$ cat config.mk
export PLATFORM = sky130hd
export DESIGN_NAME = k423_if_bpu_upd_queue
export DESIGN_NICKNAME = d
export VERILOG_FILES = /design/src/rtl/k423_if_bpu_upd_queue.sv
export SDC_FILE = /design/constraint.sdc
export NUM_CORES = 1
export LEC_CHECK = 0
export ABC_CLOCK_PERIOD_IN_PS = 8800
export BUFFER_PORTS_ARGS = -buffer_cell sky130_fd_sc_hd__clkbuf_2
export CORE_MARGIN = 2
export CORE_UTILIZATION = 35
export CTS_CLUSTER_DIAMETER = 150
export DETAILED_ROUTE_END_ITERATION = 10
export HOLD_SLACK_MARGIN = 0.15
export MAX_ROUTING_LAYER = met4
export PLACE_DENSITY = 0.52
export SYNTH_ARGS = -nofsm -noshare
export SYNTH_HDL_FRONTEND = slang
export SYNTH_SLANG_ARGS = --single-unit
$ cat constraint.sdc
create_clock -name clk_i -period 8.8 [get_ports clk_i]
set_input_delay 0.44 -clock clk_i [delete_from_list [all_inputs] [get_ports clk_i]]
set_output_delay 0.44 -clock clk_i [all_outputs]
set_load 0.1 [all_outputs]
$ cat src/rtl/k423_if_bpu_upd_queue.sv
// In-order queue of in-flight branch predictions; pops on EX resolve and drives
// the predictor update port one cycle later with the next saturating-counter value.
`ifndef CORE_ADDR_W
`define CORE_ADDR_W 32
`endif

module k423_if_bpu_upd_queue #(
   parameter int DEPTH  = 4,
   parameter int ADDR_W = `CORE_ADDR_W
) (
   input  logic                       clk_i,
   input  logic                       rst_n_i,
   input  logic                       flush_i,
   input  logic                       prd_vld_i,
   output logic                       prd_rdy_o,
   input  logic [ADDR_W-1:0]          prd_pc_i,
   input  logic                       prd_tkn_i,
   input  logic [1:0]                 prd_sat_cnt_i,
   input  logic                       rsv_vld_i,
   input  logic                       rsv_tkn_i,
   input  logic [ADDR_W-1:0]          rsv_pc_i,
   output logic                       upd_vld_o,
   output logic                       upd_tkn_o,
   output logic [ADDR_W-1:0]          upd_src_pc_o,
   output logic [1:0]                 upd_sat_cnt_o,
   output logic                       mispred_o,
   output logic                       pc_err_o,
   output logic [$clog2(DEPTH):0]     cnt_o
);

   localparam int AW = $clog2(DEPTH);
   localparam int PW = AW + 1;

   // Handshake: a push transfers on a clock edge where prd_vld_i && prd_rdy_o;
   // prd_rdy_o depends only on registered pointers, never on same-cycle inputs.

   logic [ADDR_W-1:0] mem_pc  [DEPTH];
   logic              mem_tkn [DEPTH];
   logic [1:0]        mem_sat [DEPTH];

   logic [PW-1:0]     wr_ptr;
   logic [PW-1:0]     rd_ptr;
   logic              full;
   logic              empty;
   logic [ADDR_W-1:0] head_pc;
   logic              head_tkn;
   logic [1:0]        head_sat;
   logic              hit;
   logic              mis;
   logic              push;

   function automatic logic [1:0] sat_next(input logic [1:0] sat, input logic tkn);
      logic [1:0] res;
      res = sat;
      if (tkn) begin
         if (sat != 2'b11) res = sat + 2'd1;
      end else begin
         if (sat != 2'b00) res = sat - 2'd1;
      end
      return res;
   endfunction

   always_comb begin
      full      = (wr_ptr[AW] != rd_ptr[AW]) && (wr_ptr[AW-1:0] == rd_ptr[AW-1:0]);
      empty     = (wr_ptr == rd_ptr);
      head_pc   = mem_pc[rd_ptr[AW-1:0]];
      head_tkn  = mem_tkn[rd_ptr[AW-1:0]];
      head_sat  = mem_sat[rd_ptr[AW-1:0]];
      hit       = rsv_vld_i && !empty && (rsv_pc_i == head_pc);
      mis       = hit && (rsv_tkn_i != head_tkn);
      // Flush and mispredict both squash younger work, so a same-cycle push is dropped.
      push      = prd_vld_i && !full && !flush_i && !mis;
      prd_rdy_o = !full;
      cnt_o     = wr_ptr - rd_ptr;
   end

   always_ff @(posedge clk_i or negedge rst_n_i) begin
      if (!rst_n_i) begin
         wr_ptr <= '0;
         rd_ptr <= '0;
      end else begin
         if (push) wr_ptr <= wr_ptr + PW'(1);
         if (flush_i || mis) rd_ptr <= wr_ptr;
         else if (hit)       rd_ptr <= rd_ptr + PW'(1);
      end
   end

   always_ff @(posedge clk_i) begin
      if (push) begin
         mem_pc[wr_ptr[AW-1:0]]  <= prd_pc_i;
         mem_tkn[wr_ptr[AW-1:0]] <= prd_tkn_i;
         mem_sat[wr_ptr[AW-1:0]] <= prd_sat_cnt_i;
      end
   end

   always_ff @(posedge clk_i or negedge rst_n_i) begin
      if (!rst_n_i) begin
         upd_vld_o     <= 1'b0;
         upd_tkn_o     <= 1'b0;
         upd_src_pc_o  <= '0;
         upd_sat_cnt_o <= 2'b00;
         mispred_o     <= 1'b0;
         pc_err_o      <= 1'b0;
      end else begin
         upd_vld_o <= hit;
         mispred_o <= mis;
         pc_err_o  <= rsv_vld_i && !hit;
         if (hit) begin
            upd_tkn_o     <= rsv_tkn_i;
            upd_src_pc_o  <= head_pc;
            upd_sat_cnt_o <= sat_next(head_sat, rsv_tkn_i);
         end
      end
   end

endmodule

# After elaboration in Yosys (flattened, before gate mapping)
# Memory sizes are Yosys's and may differ from the RTL's.
# Cells that the tools add are included.
[word_totals]
reg_bits = 44
mem_bits_rw = 140
inputBits = 73
output_inout_bits = 42
word_cells = 45
mem_count = 3
[classes]
add_sub_neg = 5
eq_ne = 6
n_mux = 7
reduce_logical = 16
[mem_list]
columns = ["memory", "depth", "word_bits", "read_ports", "rd_ports_with_merged_regs", "write_ports", "line", "source"]
rows = [
  ["mem_pc", 4, 32, 1, 0, 1, "37", "logic [ADDR_W-1:0] mem_pc [DEPTH];"],
  ["mem_sat", 4, 2, 1, 0, 1, "39", "logic [1:0] mem_sat [DEPTH];"],
  ["mem_tkn", 4, 1, 1, 0, 1, "38", "logic mem_tkn [DEPTH];"],
]
[op_table]
columns = ["op", "count"]
rows = [
  ["32-bit equality test", 1],
  ["1-bit logical AND", 8],
  ["3-bit by 1-bit adder with 3-bit output, second input constant", 2],
  ["2-bit 2-to-1 mux", 3],
  ["3-bit 2-to-1 mux", 2],
  ["1-bit zero test", 5],
  ["2-bit nonzero test", 2],
  ["3-bit equality test", 1],
  ["3-bit subtractor", 1],
  ["2-bit by 1-bit adder with 2-bit output, second input constant", 1],
  ["2-bit equality test", 1],
  ["1-bit 2-to-1 mux", 2],
  ["1-bit inequality test", 2],
  ["2-bit inequality test, second input constant", 1],
  ["2-bit by 1-bit subtractor with 2-bit output, second input constant", 1],
  ["1-bit logical OR", 1],
]

# Logic depth before layout (Yosys ltp)
[depth]
ltp_word = 9
ltp_mapped = 13
depth_no_buf = 10

# Least setup slack after synthesis
# OpenSTA, ideal clock, no wires.
[synth_path]
path_type = "reg-to-reg"
start = "reg rd_ptr[1]"
end = "mem mem_pc[0][0] (netlist name) (enable)"
setup_ps = 395
t_arrival_ps = 3295
t_required_ps = 8405
setup_slack_ps = 5110
stages_incl_launch_ff = 9
n_path_buf = 2
period_less_slack_ps = 3690
path_cell_list = "dfrtp_1 > buf_4 > buf_4 > inv_1 > ha_1 > nand3_1 > nand3b_1 > a21oi_1 > and2_1"
[synth_between]
elab_cells_between_ends = 18
cone_classes = "4 x eq/ne; 2 x mux; 10 x reduce/logical; 2 x memory"
[synth_rtl]
columns = ["element", "line", "source"]
rows = [
  ["from (decl)", "42", "logic [PW-1:0] rd_ptr;"],
  ["from (signal assigned)", "83", "if (flush_i || mis) rd_ptr <= wr_ptr;"],
  ["from (signal assigned)", "84", "else if (hit) rd_ptr <= rd_ptr + PW'(1);"],
  ["2-bit equality test", "64", "full = (wr_ptr[AW] != rd_ptr[AW]) && (wr_ptr[AW-1:0] == rd_ptr[AW-1:0]);"],
  ["1-bit logical AND", "64", ""],
  ["1-bit zero test", "n/a", ""],
  ["net prd_rdy_o", "15", "output logic prd_rdy_o,"],
  ["1-bit logical AND (3 in series)", "72", "push = prd_vld_i && !full && !flush_i && !mis;"],
  ["1-bit 2-to-1 mux", "89", "if (push) begin"],
  ["1-bit 2-to-1 mux (not written as such)", "90", "mem_pc[wr_ptr[AW-1:0]] <= prd_pc_i;"],
  ["to (decl)", "37", ""],
]
# The timed path passes the listed nets, and every way through them passes these cells.

# Worst setup path after layout
[layout_path]
start = "reg rd_ptr[1]"
end = "mem mem_pc[3][31] (netlist name) (enable)"
[layout_between]
elab_chain_cells = 9
elab_cells_between_ends = 18
cone_classes = "4 x eq/ne; 2 x mux; 10 x reduce/logical; 2 x memory"
[layout_rtl]
columns = ["element", "line"]
rows = [
  ["parallel branches: the longest is 6 deep, another holds memory 4 x 32 bit", "n/a"],
  ["1-bit logical AND (*)", "72"],
  ["1-bit 2-to-1 mux (*)", "89"],
  ["1-bit 2-to-1 mux (not written as such) (*)", "90"],
]
# Every way passes the cells marked *.

==> impl_metrics.env <==
export IMPL_slew_viol_final=0
export IMPL_yosys_warnings=0
export IMPL_post_route_period_util=0.601
export IMPL_cp_start_kind="flip-flop"
export IMPL_synth_edf_count=140
export IMPL_io_buffers=114
export IMPL_die_width_um=151
export IMPL_antenna_cells=0
export IMPL_drive_above_1_share=0.404
export IMPL_cts_buffer_depth=2
export IMPL_p_leak_nw=3.57
export IMPL_setup_ws_ns=3.51
export IMPL_syn_inst=405
export IMPL_ant_nets=0
export IMPL_syn_num_nets=486
export IMPL_numCtsBuffers=17
export IMPL_pre_cts_slack_ns=3.43
export IMPL_cpMostUsedCell="buf_4"
export IMPL_yosysSeqAreaShare=0.701
export IMPL_arrival_ns=5.44
export IMPL_power_density_nw_per_um2=289
export IMPL_area_delta_synth_final_pct=20.0
export IMPL_slew_headroom=0.307
export IMPL_dieArea_um2=22800
export IMPL_core_area_um2=21100
export IMPL_firstDrtPassIters=4
export IMPL_drc=0
export IMPL_fin_nets=610
export IMPL_crit_type="flip-flop to flip-flop"
export IMPL_fin_crit_ns=5.29
export IMPL_r2r_start="rd_ptr[1]$_DFFE_PN0P_"
export IMPL_endpoint="mem_pc[3][31]$_DFFE_PP_"
export IMPL_cp_required_ns=8.95
export IMPL_grt_util_met3=0.0334
export IMPL_synth_seq_cells=184
export IMPL_cts_max_level=4
export IMPL_status="completed"
export IMPL_vias_per_cell=4.91
export IMPL_use_met1=0.202
export IMPL_synthDistinctLibCells=46
export IMPL_start_util=0.359
export IMPL_ir_drop_mv=0.143
export IMPL_async_flop_share=0.239
export IMPL_cts_sinks=184
export IMPL_fp_row_count=53
export IMPL_critical_path_max_stage_delay_ns=0.78
export IMPL_first_iter_violations=292
export IMPL_setup_viol=0
export IMPL_vias=4010
export IMPL_grt_util_all_layers=0.156
export IMPL_path_cells="buf_4, inv_1, ha_1, nand2_1, o21ai_0, a311o_1, nor4_2, nand4_2, inv_2, a211o_1, clkinv_1, buf_4"
export IMPL_cp_slowest_cell="inv_2"
export IMPL_place_gp_congestion=0.799
export IMPL_crit_start="rd_ptr[1]$_DFFE_PN0P_"
export IMPL_fin_tns_setup_ns=0
export IMPL_hpwl_mm=10.8
export IMPL_skew_ns=0.00873
export IMPL_grt_max_degree=45
export IMPL_design_area_um2=9080
export IMPL_regToRegSetupSlack_ns=3.51
export IMPL_hold_viol=0
export IMPL_fmax_mhz=189
export IMPL_grt_busiest_layer="met2"
export IMPL_io_pins=115
export IMPL_avgSynthCellArea_um2=18.7
export IMPL_r2r_end="mem_pc[3][31]$_DFFE_PP_"
export IMPL_post_cts_resize_count=0
export IMPL_reg2regPathDepth=12
export IMPL_grt_util_met2=0.245
export IMPL_fp_dieH_um=151
export IMPL_synth_ff_type="edfxtp_1"
export IMPL_cap_violations=0
export IMPL_netlist_area_um2=7560
export IMPL_hp_class="input port to flip-flop"
export IMPL_grt_pass1_wl_mm=24.8
export IMPL_end_kind="flip-flop"
export IMPL_crit_fanout=40
export IMPL_grt_pass1_vias=4234
export IMPL_nFillCells=1902
export IMPL_wire_per_inst_um=20.0
export IMPL_antenna_found_initial=0
export IMPL_root_buffer="clkbuf_16"
export IMPL_rsz0062_at_grt="no"
export IMPL_wl_mm=16.4
export IMPL_tightest_slew_ns=1.04
export IMPL_grt_overflow=0
export IMPL_clk_pin_slew_worst_paths_ns=0.07
export IMPL_cts_tree="built"
export IMPL_clkLatencyLatePin_ns=0.43
export IMPL_dpl_instance_area_um2=8420
export IMPL_holdWs_ns=0.233
-- layer usage --
layer | up-vias | wire, µm | part of all wire
li1 | 1841 | - | -
met1 | 2064 | 7410 | 0.45
met2 | 88 | 8060 | 0.49
met3 | 17 | 649 | 0.040
met4 | 0 | 250 | 0.015
met5 | - | 0 | 0
-- cell families after synthesis --
kind of cell               share of synthesized area
buffers and inverters                         0.0202
and+or+nand+nor                               0.0228
muxes                                          0.174
AOI/OAI and AO/OA                             0.0294
adders and majority gates                     0.0169
xor gates and xnor gates                      0.0359
DFF                                            0.701
-- synthesized netlist by cell type, types with 2 or more instances --
master       n  area share
edfxtp_1   140        0.56
dfrtp_1     44        0.15
mux2_2      34       0.051
mux4_2      27       0.080
xnor2_1     25       0.029
mux2i_1     22       0.029
inv_1       14      0.0069
mux2_1       9       0.013
ha_1         7       0.012
nand2_1      6      0.0030
xor2_1       6      0.0069
buf_2        5      0.0033
nand4_1      5      0.0041
a21oi_1      4      0.0026
and2_1       4      0.0033
buf_4        4      0.0040
nor2_1       4      0.0020
o21ai_0      4      0.0026
buf_6        3      0.0045
a211o_1      2      0.0023
a221oi_1     2      0.0023
a222oi_1     2      0.0026
a41oi_1      2      0.0023
maj3_1       2      0.0026
nand2b_1     2      0.0017
nor3_1       2      0.0013
nor4_1       2      0.0017
o2111ai_1    2      0.0023
o22a_1       2      0.0023
o22ai_1      2      0.0017
-- state kept, by name, indices dropped and copies added, names as in the netlist --
register,flops
mem_tkn,4
mem_pc,128
mem_sat,8
upd_vld_o,1
upd_src_pc_o,32
rd_ptr,3
upd_tkn_o,1
pc_err_o,1
mispred_o,1
wr_ptr,3
upd_sat_cnt_o,2
-- what timing repair did --
action,CTS,global route
hold buffers,1,0
setup buffers,0,0
hold endpoints to repair,17,0
-- stage by stage --
step	power, mW	cells	util
final	2.63	817	0.431
after detailed placement	1.83	784	0.399
after floorplan	1.64	405	-
after CTS	2.67	817	0.431
after global placement	1.82	784	0.399
after global routing	2.76	817	0.431
-- power by group --
part           total, mW  switching, mW  internal (mW)
sequential          1.07         0.0426           1.03
combinational      0.719          0.465          0.255
clock              0.834          0.326          0.508
total               2.63          0.833           1.79
-- cell type report --
class | count | area, µm² | share of cell area
inverters | 15 | 56.3 | 0.00620
repair buffers | 119 | 611 | 0.0673
clock buffers | 19 | 433 | 0.0477
clock inverters | 13 | 216 | 0.0238
flip-flops and latches | 184 | 5310 | 0.585
well taps | 275 | 344 | 0.0379
multi-input cells | 192 | 2110 | 0.232
-- critical path, delay by kind of cell, from the launching register on --
family | cells | cell delay, ns
buf+inv | 5 | 2.62
simple gates | 3 | 0.71
flops | 1 | 0.62
compound gates | 3 | 0.73
fa+ha+maj | 1 | 0.32
-- worst min-delay path by stage --
stage | depth (start not counted) | slack, ns | start | endpoint
after floorplan | 0 | 0.14 | rst_n_i | mispred_o$_DFF_PN0_
after global placement | 1 | 0.47 | upd_sat_cnt_o[0]$_DFFE_PN0P_ | upd_sat_cnt_o[0]$_DFFE_PN0P_
after detailed placement | 1 | 0.48 | upd_src_pc_o[28]$_DFFE_PN0P_ | upd_src_pc_o[28]$_DFFE_PN0P_
after CTS | 1 | 0.21 | prd_pc_i[15] | mem_pc[1][15]$_DFFE_PP_
after global routing | 1 | 0.22 | prd_pc_i[8] | mem_pc[1][8]$_DFFE_PP_
final | 1 | 0.23 | prd_pc_i[15] | mem_pc[1][15]$_DFFE_PP_
-- cell usage in the layout (no fill, tap or decap), types with 5 or more instances in the layout --
master	Yosys	routed
nand4_1	5	5
mux2i_1	22	22
xor2_1	6	6
edfxtp_1	140	140
clkbuf_2	0	114
inv_1	14	13
mux2_2	34	34
xnor2_1	25	25
clkbuf_16	0	17
bufinv_16	0	5
nand2_1	6	6
dfrtp_1	44	42
mux2_1	9	9
ha_1	7	7
mux4_2	27	27
Power figures use the tool's default switching activity.
